--- config.mk ---
export PLATFORM = sky130hd
export DESIGN_NAME = stm1_rx_deframer
export DESIGN_NICKNAME = d
export VERILOG_FILES = /design/src/rtl/stm1_rx_deframer.sv
export SDC_FILE = /design/constraint.sdc
export NUM_CORES = 1
export LEC_CHECK = 0
export CORE_MARGIN = 3
export CORE_UTILIZATION = 50
export CTS_CLUSTER_SIZE = 14
export DETAILED_ROUTE_END_ITERATION = 6
export PLACE_DENSITY_LB_ADDON = 0.12
export SLEW_MARGIN = 0
export SYNTH_ARGS = -nofsm -noshare
export SYNTH_HDL_FRONTEND = slang
export SYNTH_SLANG_ARGS = --single-unit
export TNS_END_PERCENT = 5
--- constraint.sdc ---
create_clock -name clk -period 2.8 [get_ports clk]
set_clock_uncertainty 0.05 [all_clocks]
set_input_delay 0.42 -clock clk [delete_from_list [all_inputs] [get_ports clk]]
set_output_delay 0.42 -clock clk [all_outputs]
set_load 0.02 [all_outputs]
--- src/rtl/stm1_rx_deframer.sv ---
// STM-1 receive deframer: locks to the A1/A2 framing word, tracks row/column
// and extracts the VC-4 J1 byte and the C4 payload (fixed AU pointer).
module stm1_rx_deframer #(
  parameter int unsigned  STM1_LENGTH = 270,
  parameter int unsigned  STM1_WIDTH  = 9,
  parameter int unsigned  POH_COL     = 9,
  parameter logic [7:0]   A1_BYTE     = 8'hF6,
  parameter logic [7:0]   A2_BYTE     = 8'h28,
  parameter int unsigned  MISS_LIMIT  = 4
) (
  input  logic       clk,
  input  logic       rst,
  input  logic       in_valid,
  input  logic [7:0] in_data,
  output logic       out_valid,
  output logic [7:0] out_data,
  output logic [3:0] out_row,
  output logic [8:0] out_col,
  output logic       out_sof,
  output logic [7:0] j1_byte,
  output logic       in_frame,
  output logic       oof
);

  localparam int unsigned MISS_W = $clog2(MISS_LIMIT + 1);

  localparam logic [47:0]       FRAME_WORD = {A1_BYTE, A1_BYTE, A1_BYTE,
                                              A2_BYTE, A2_BYTE, A2_BYTE};
  localparam logic [8:0]        LAST_COL   = 9'(STM1_LENGTH - 1);
  localparam logic [3:0]        LAST_ROW   = 4'(STM1_WIDTH - 1);
  localparam logic [8:0]        CHECK_COL  = 9'd5;
  localparam logic [8:0]        AFTER_WORD = 9'd6;
  localparam logic [8:0]        J1_COL     = 9'(POH_COL);
  localparam logic [8:0]        C4_FIRST   = 9'(POH_COL + 1);
  localparam logic [MISS_W-1:0] MISS_MAX   = MISS_W'(MISS_LIMIT - 1);

  typedef enum logic [1:0] {
    HUNT,
    PRESYNC,
    SYNC
  } state_e;

  state_e            state_q;
  logic [MISS_W-1:0] miss_q;
  logic [3:0]        row_q;
  logic [8:0]        col_q;
  logic [3:0]        row_d;
  logic [8:0]        col_d;
  // Only the previous five bytes are kept: the incoming byte completes the word.
  logic [39:0]       hist_q;
  logic              match;
  logic              at_check;

  logic              out_valid_q;
  logic [7:0]        out_data_q;
  logic [3:0]        out_row_q;
  logic [8:0]        out_col_q;
  logic              out_sof_q;
  logic [7:0]        j1_q;
  logic              in_frame_q;
  logic              oof_q;

  always_comb begin
    match    = ({hist_q, in_data} == FRAME_WORD);
    at_check = (row_q == '0) && (col_q == CHECK_COL);
  end

  always_comb begin
    col_d = col_q + 9'd1;
    row_d = row_q;
    if (col_q == LAST_COL) begin
      col_d = '0;
      row_d = (row_q == LAST_ROW) ? '0 : row_q + 4'd1;
    end
  end

  always_ff @(posedge clk) begin
    if (rst) begin
      state_q     <= HUNT;
      miss_q      <= '0;
      row_q       <= '0;
      col_q       <= '0;
      hist_q      <= '0;
      out_valid_q <= 1'b0;
      out_data_q  <= '0;
      out_row_q   <= '0;
      out_col_q   <= '0;
      out_sof_q   <= 1'b0;
      j1_q        <= '0;
      in_frame_q  <= 1'b0;
      oof_q       <= 1'b0;
    end else begin
      out_valid_q <= 1'b0;
      out_sof_q   <= 1'b0;
      oof_q       <= 1'b0;
      if (in_valid) begin
        hist_q <= {hist_q[31:0], in_data};
        case (state_q)
          HUNT: begin
            if (match) begin
              row_q   <= '0;
              col_q   <= AFTER_WORD;
              state_q <= PRESYNC;
            end
          end
          PRESYNC: begin
            row_q <= row_d;
            col_q <= col_d;
            if (at_check) begin
              if (match) begin
                state_q    <= SYNC;
                miss_q     <= '0;
                in_frame_q <= 1'b1;
              end else begin
                state_q <= HUNT;
              end
            end
          end
          SYNC: begin
            row_q <= row_d;
            col_q <= col_d;
            if (at_check) begin
              if (match) begin
                miss_q <= '0;
              end else if (miss_q == MISS_MAX) begin
                state_q    <= HUNT;
                miss_q     <= '0;
                in_frame_q <= 1'b0;
                oof_q      <= 1'b1;
              end else begin
                miss_q <= miss_q + 1'b1;
              end
            end
            if ((row_q == '0) && (col_q == J1_COL)) begin
              j1_q <= in_data;
            end
            if (col_q >= C4_FIRST) begin
              out_valid_q <= 1'b1;
              out_data_q  <= in_data;
              out_row_q   <= row_q;
              out_col_q   <= col_q - C4_FIRST;
              out_sof_q   <= (row_q == '0) && (col_q == C4_FIRST);
            end
          end
          default: state_q <= HUNT;
        endcase
      end
    end
  end

  assign out_valid = out_valid_q;
  assign out_data  = out_data_q;
  assign out_row   = out_row_q;
  assign out_col   = out_col_q;
  assign out_sof   = out_sof_q;
  assign j1_byte   = j1_q;
  assign in_frame  = in_frame_q;
  assign oof       = oof_q;

endmodule

# Word-level counts from Yosys, hierarchy flattened
# Cells that the tools add are included.
[op_classes]
eq_ne = 16
bitwise = 4
add_sub_neg = 4
n_lt_le_gt_ge = 1
reduce_logical = 18
div = 0
muxes = 28
mul = 0
shift = 0
[ops]
columns = ["op", "n"]
rows = [
  ["$eq A48 B48 Y1 const B", 1],
  ["$eq A9 B4 Y1 const B", 2],
  ["$mux W9", 2],
  ["$pmux W9 S2", 1],
  ["$mux W3", 5],
  ["$mux W2", 6],
  ["$mux W4", 3],
  ["$ne A2 B2 Y1 const B", 6],
  ["$add A9 B1 Y9 const B", 1],
  ["$eq A9 B3 Y1 const B", 1],
  ["$eq A9 B9 Y1 const B", 1],
  ["$ge A9 B4 Y1 const B", 1],
  ["$reduce_and A3 Y1", 3],
  ["$sub A9 B4 Y9 const B", 1],
  ["$pmux W4 S2", 1],
  ["$mux W1", 7],
  ["$reduce_and A7 Y1", 1],
  ["$pmux W2 S3", 1],
  ["$pmux W3 S2", 1],
  ["$reduce_and A6 Y1", 1],
  ["$reduce_and A5 Y1", 1],
  ["$reduce_or A5 Y1", 1],
  ["$add A4 B1 Y4 const B", 1],
  ["$eq A4 B4 Y1 const B", 1],
  ["other kinds (15)", 21],
]
[word_totals]
ram_bits = 0
elab_cells = 84
inputBits = 11
output_inout_bits = 33
register_bits = 91
rom_bits = 0
mem_count = 0
latchBits = 0

# Longest topological paths before layout
[logic_depth]
depth_word = 5
ltp_mapped = 10
depth_no_buf = 8

# Worst setup path after synthesis
# OpenSTA, ideal clock, no wires.
[synth_path]
path_type = "input-to-reg"
start = "input port in_data[0]"
end = "register col_q[3]"
path_stages = 7
path_slack_ns = 0.460
path_buffers = 1
arrival_ns = 2.220
path_cell_list = "nor4bb_1 nand4_1 or4_4 o22a_4 buf_6 or4_1 a21oi_1"
[synth_between]
elab_chain_len = 3
[synth_lines]
columns = ["element", "line", "text"]
rows = [
  ["start, declared", "14", "input logic [7:0] in_data,"],
  ["$eq A48 B48 Y1", "64", "match = ({hist_q, in_data} == FRAME_WORD);"],
  ["$ne A2 B2 Y1 (no line)", "--", ""],
  ["$reduce_and A3 Y1 (no line)", "--", ""],
  ["end signal, assigned", "108", "col_q <= col_d;"],
  ["end signal, assigned", "121", "col_q <= col_d;"],
  ["end, declared", "46", "logic [8:0] col_q;"],
]
# Every way passes these cells.
# A chain may end at the register's enable or synchronous reset.

# Worst setup path in the final report
[layout_path]
start = "input port in_data[0]"
end = "register row_q[2]"
[layout_between]
elab_chain_len = 3
[layout_lines]
columns = ["element", "line", "text"]
rows = [
  ["$eq A48 B48 Y1", "64", ""],
  ["$ne A2 B2 Y1 (no line)", "--", ""],
  ["$reduce_and A4 Y1 (no line)", "--", ""],
  ["end signal, assigned", "107", "row_q <= row_d;"],
  ["end signal, assigned", "120", "row_q <= row_d;"],
  ["end, declared", "45", "logic [3:0] row_q;"],
]
# Every way passes these cells.

==> impl_metrics.py <==
metrics = {
    "cts": {
        "cts_tree": "yes",
        "clkTransAtPathRegs_ns": 0.10,
        "ctsHoldBuffers": 0,
        "cts_htree_levels": 3,
        "postCtsSetupBuffers": 0,
        "cts_root_buf": "clkbuf_8",
        "clk_path_buf_depth": 2,
        "clock-sinks": 91,
        "cts_buffers": 9,
        "cts_resized": 0,
        "clock_latency_ns": 0.36,
    },
    "sta": {
        "slew-limit-headroom": 0.507,
        "holdWs_ns": 0.386,
        "setup_violations": 0,
        "period_minus_slack_ns": 2.61,
        "fmax_mhz": 383,
        "rsz0062_at_grt": "false",
        "tns_ns": 0,
        "drv_slew": 0,
        "fin_crit_sh": 0.933,
        "hold_viol": 0,
        "worst_pin_slew_ns": 0.740,
    },
    "finish": {
        "nNetsFinal": 506,
        "nFillCells": 659,
        "area_delta_synth_final_pct": 20.1,
        "seqCellArea_sq_mm": 0.00182,
        "antenna-diode-count": 0,
        "post_route_cells_drive_above_1_share": 0.0900,
        "multi_input_area_sq_mm": 0.00196,
        "post-route-util": 0.638,
    },
    "worst_setup_path": {
        "cp.arrival_ns": 2.85,
        "critPathLaunch": "in_data[0]",
        "worstPathMaxFanout": 18,
        "cp-start-kind": "input pin",
        "r2r_start": "hist_q[33]",
        "required_ns": 3.04,
        "crit_type": "in2reg",
        "end_kind": "flip-flop",
    },
    "place": {
        "place_hpwl_microns": 6160,
        "place.gp.congestion": 0.896,
        "portBuffers": 43,
    },
    "logic_synthesis": {
        "syn_area_sq_mm": 0.00396,
        "synth-main-ff-cell": "dfxtp_1",
        "synth_edf_count": 0,
        "ys_types": 47,
        "synth_top_area_cell": "dfxtp_1",
        "synthDominantCellAreaShare": 0.461,
        "syn_nets": 465,
        "syn_area_per_cell_sq_um": 8.93,
        "synth-seq-cells": 91,
        "yosys_warnings": 0,
        "synth.most_common_cell": "dfxtp_1",
        "postSynthCellCount": 443,
        "synth_area_leaders": "dfxtp_1, mux2i_1, nor2_1, a21oi_1, nand2_1",
        "synth_commonest_cells": "dfxtp_1, nor2_1, mux2i_1",
        "yosysSeqAreaShare": 0.461,
        "ys_async_sr_fraction": 0,
    },
    "grt": {
        "met2_usage": 0.358,
        "use_met1": 0.259,
        "grt_use_met3": 0.0390,
        "grt_pass1_wl_microns": 14800,
        "antenna_found_initial": 0,
        "grt_max_degree": 56,
        "grtUsageTotal": 0.209,
        "grt-busiest-layer": "met2",
        "first_global_vias": 3102,
        "gr-total-overflow": 0,
    },
    "floorplan": {
        "dieArea_sq_mm": 0.00901,
        "core-area_sq_mm": 0.00745,
        "dieWidth_microns": 94.9,
        "io_pins": 44,
        "initial_core_util": 0.531,
        "chipHeight_microns": 94.9,
        "fp-row-count": 31,
    },
    "flow_run": {
        "max-cap-violations": 0,
    },
    "pwr": {
        "p_comb_frac": 0.043,
        "ir_drop_mv": 0.393,
        "p_leak_uw": 0.00181,
        "switching_power_uw": 566,
        "seqPwrFrac": 0.541,
        "p_sw_frac": 0.232,
        "power.density_mw_per_mm2": 514,
        "p_int_uw": 1870,
        "pwr-share-clk": 0.417,
    },
    "routing": {
        "drcViolationCount": 0,
        "dr.pass1.iters": 4,
        "vias": 3188,
        "wl_microns": 8860,
        "wire_per_inst_microns": 15.1,
        "vias_per_cell": 5.42,
        "dr.first_iter.drc_count": 97,
        "ant_nets": 0,
    },
    "min_path": {
        "hp-start": "miss_q[2]",
        "min_path_type": "reg2reg",
    },
    "run_status": {
        "outcome": "finished, final reports clean",
    },
}
==> layout make-up <==
class	count	area share
Multi-Input combinational cell	309	0.414
Sequential cell	91	0.384
Timing Repair Buffer	60	0.118
Clock buffer	9	0.0261
Tap cell	99	0.0261
Clock inverter	7	0.0221
Inverter	13	0.0103
==> layer usage <==
layer / vias up / wire length (microns)
met5: - / 0
met4: 0 / 120
met3: 10 / 269
met2: 45 / 4470
met1: 1518 / 4000
li1: 1615 / -
==> flip-flops by register name (all words and copies together) (netlist names) <==
signal	count
miss_q	3
out_row	4
col_q	9
hist_q	40
j1_byte	8
oof	1
out_sof	1
state_q	2
row_q	4
out_data	8
out_col	9
in_frame	1
out_valid	1
==> power by group through the flow <==
stage | Clock, uW | Sequential (uW) | Combinational, uW
global placement | 0 | 1350 | 104
CTS | 1040 | 1320 | 105
finish | 1020 | 1320 | 104
floorplan | 0 | 1340 | 64.1
detailed placement | 0 | 1350 | 105
global route | 1090 | 1320 | 114
==> layout by cell type, fill, tap and decap left out, types with 2 or more instances in the layout <==
master           count
nand4_1              9
nand2b_1             3
dfxtp_1             91
ha_1                11
buf_2                2
clkbuf_8             9
xnor2_1              3
nor2b_1              5
xor2_1               2
inv_1               13
nor3_1               3
and3_1               3
inv_6                3
nor4_1               4
nand3_1              5
a31oi_1              2
o21ai_0             14
a211oi_1             8
clkdlybuf4s50_1     41
bufinv_16            2
a21o_1               3
nor2_1              71
or4b_1               3
buf_4               16
nand2_1             44
or4_1                7
a21oi_1             32
and2_1               2
or2_2                2
nor4bb_1             4
mux2i_1             48
nor4b_1              3
==> path summary, 6_finish.rpt <==
check	cells past startpoint	slack [ns]	endpoint
setup / recovery	7	0.19	row_q[2]
hold reg to reg	2	0.39	miss_q[2]
hold / removal	2	0.39	miss_q[2]
setup reg to reg	6	0.20	row_q[2]
==> critical path, stage by stage <==
cell and delay [ns]:
clkdlybuf4s50_1 0.46, nor4bb_1 0.32, nand4_1 0.13, or4_4 0.56, o22a_4 0.28, or4_1 0.52
a21oi_1 0.15
==> logic make-up (layout without fill, tap and decap cells) <==
family	after synthesis	after routing	share of synthesized area
compound gates	71	71	0.110
xor+xnor	5	5	0.0111
fa+ha+maj	11	11	0.0348
buf+inv	43	89	0.0437
flops	91	91	0.461
mux	48	48	0.121
simple gates	174	174	0.219
==> stage by stage <==
step,cells,setup WS [ns],cell area [sq um],power (uW)
after floorplan,443,0.460,3960,1410
final,588,0.188,4750,2440
after detailed placement,572,-0.187,4520,1450
after CTS,588,0.148,4750,2460
after global placement,572,-0.0773,4520,1450
after global routing,588,0.0715,4750,2520
Power figures use the tool's default switching activity.
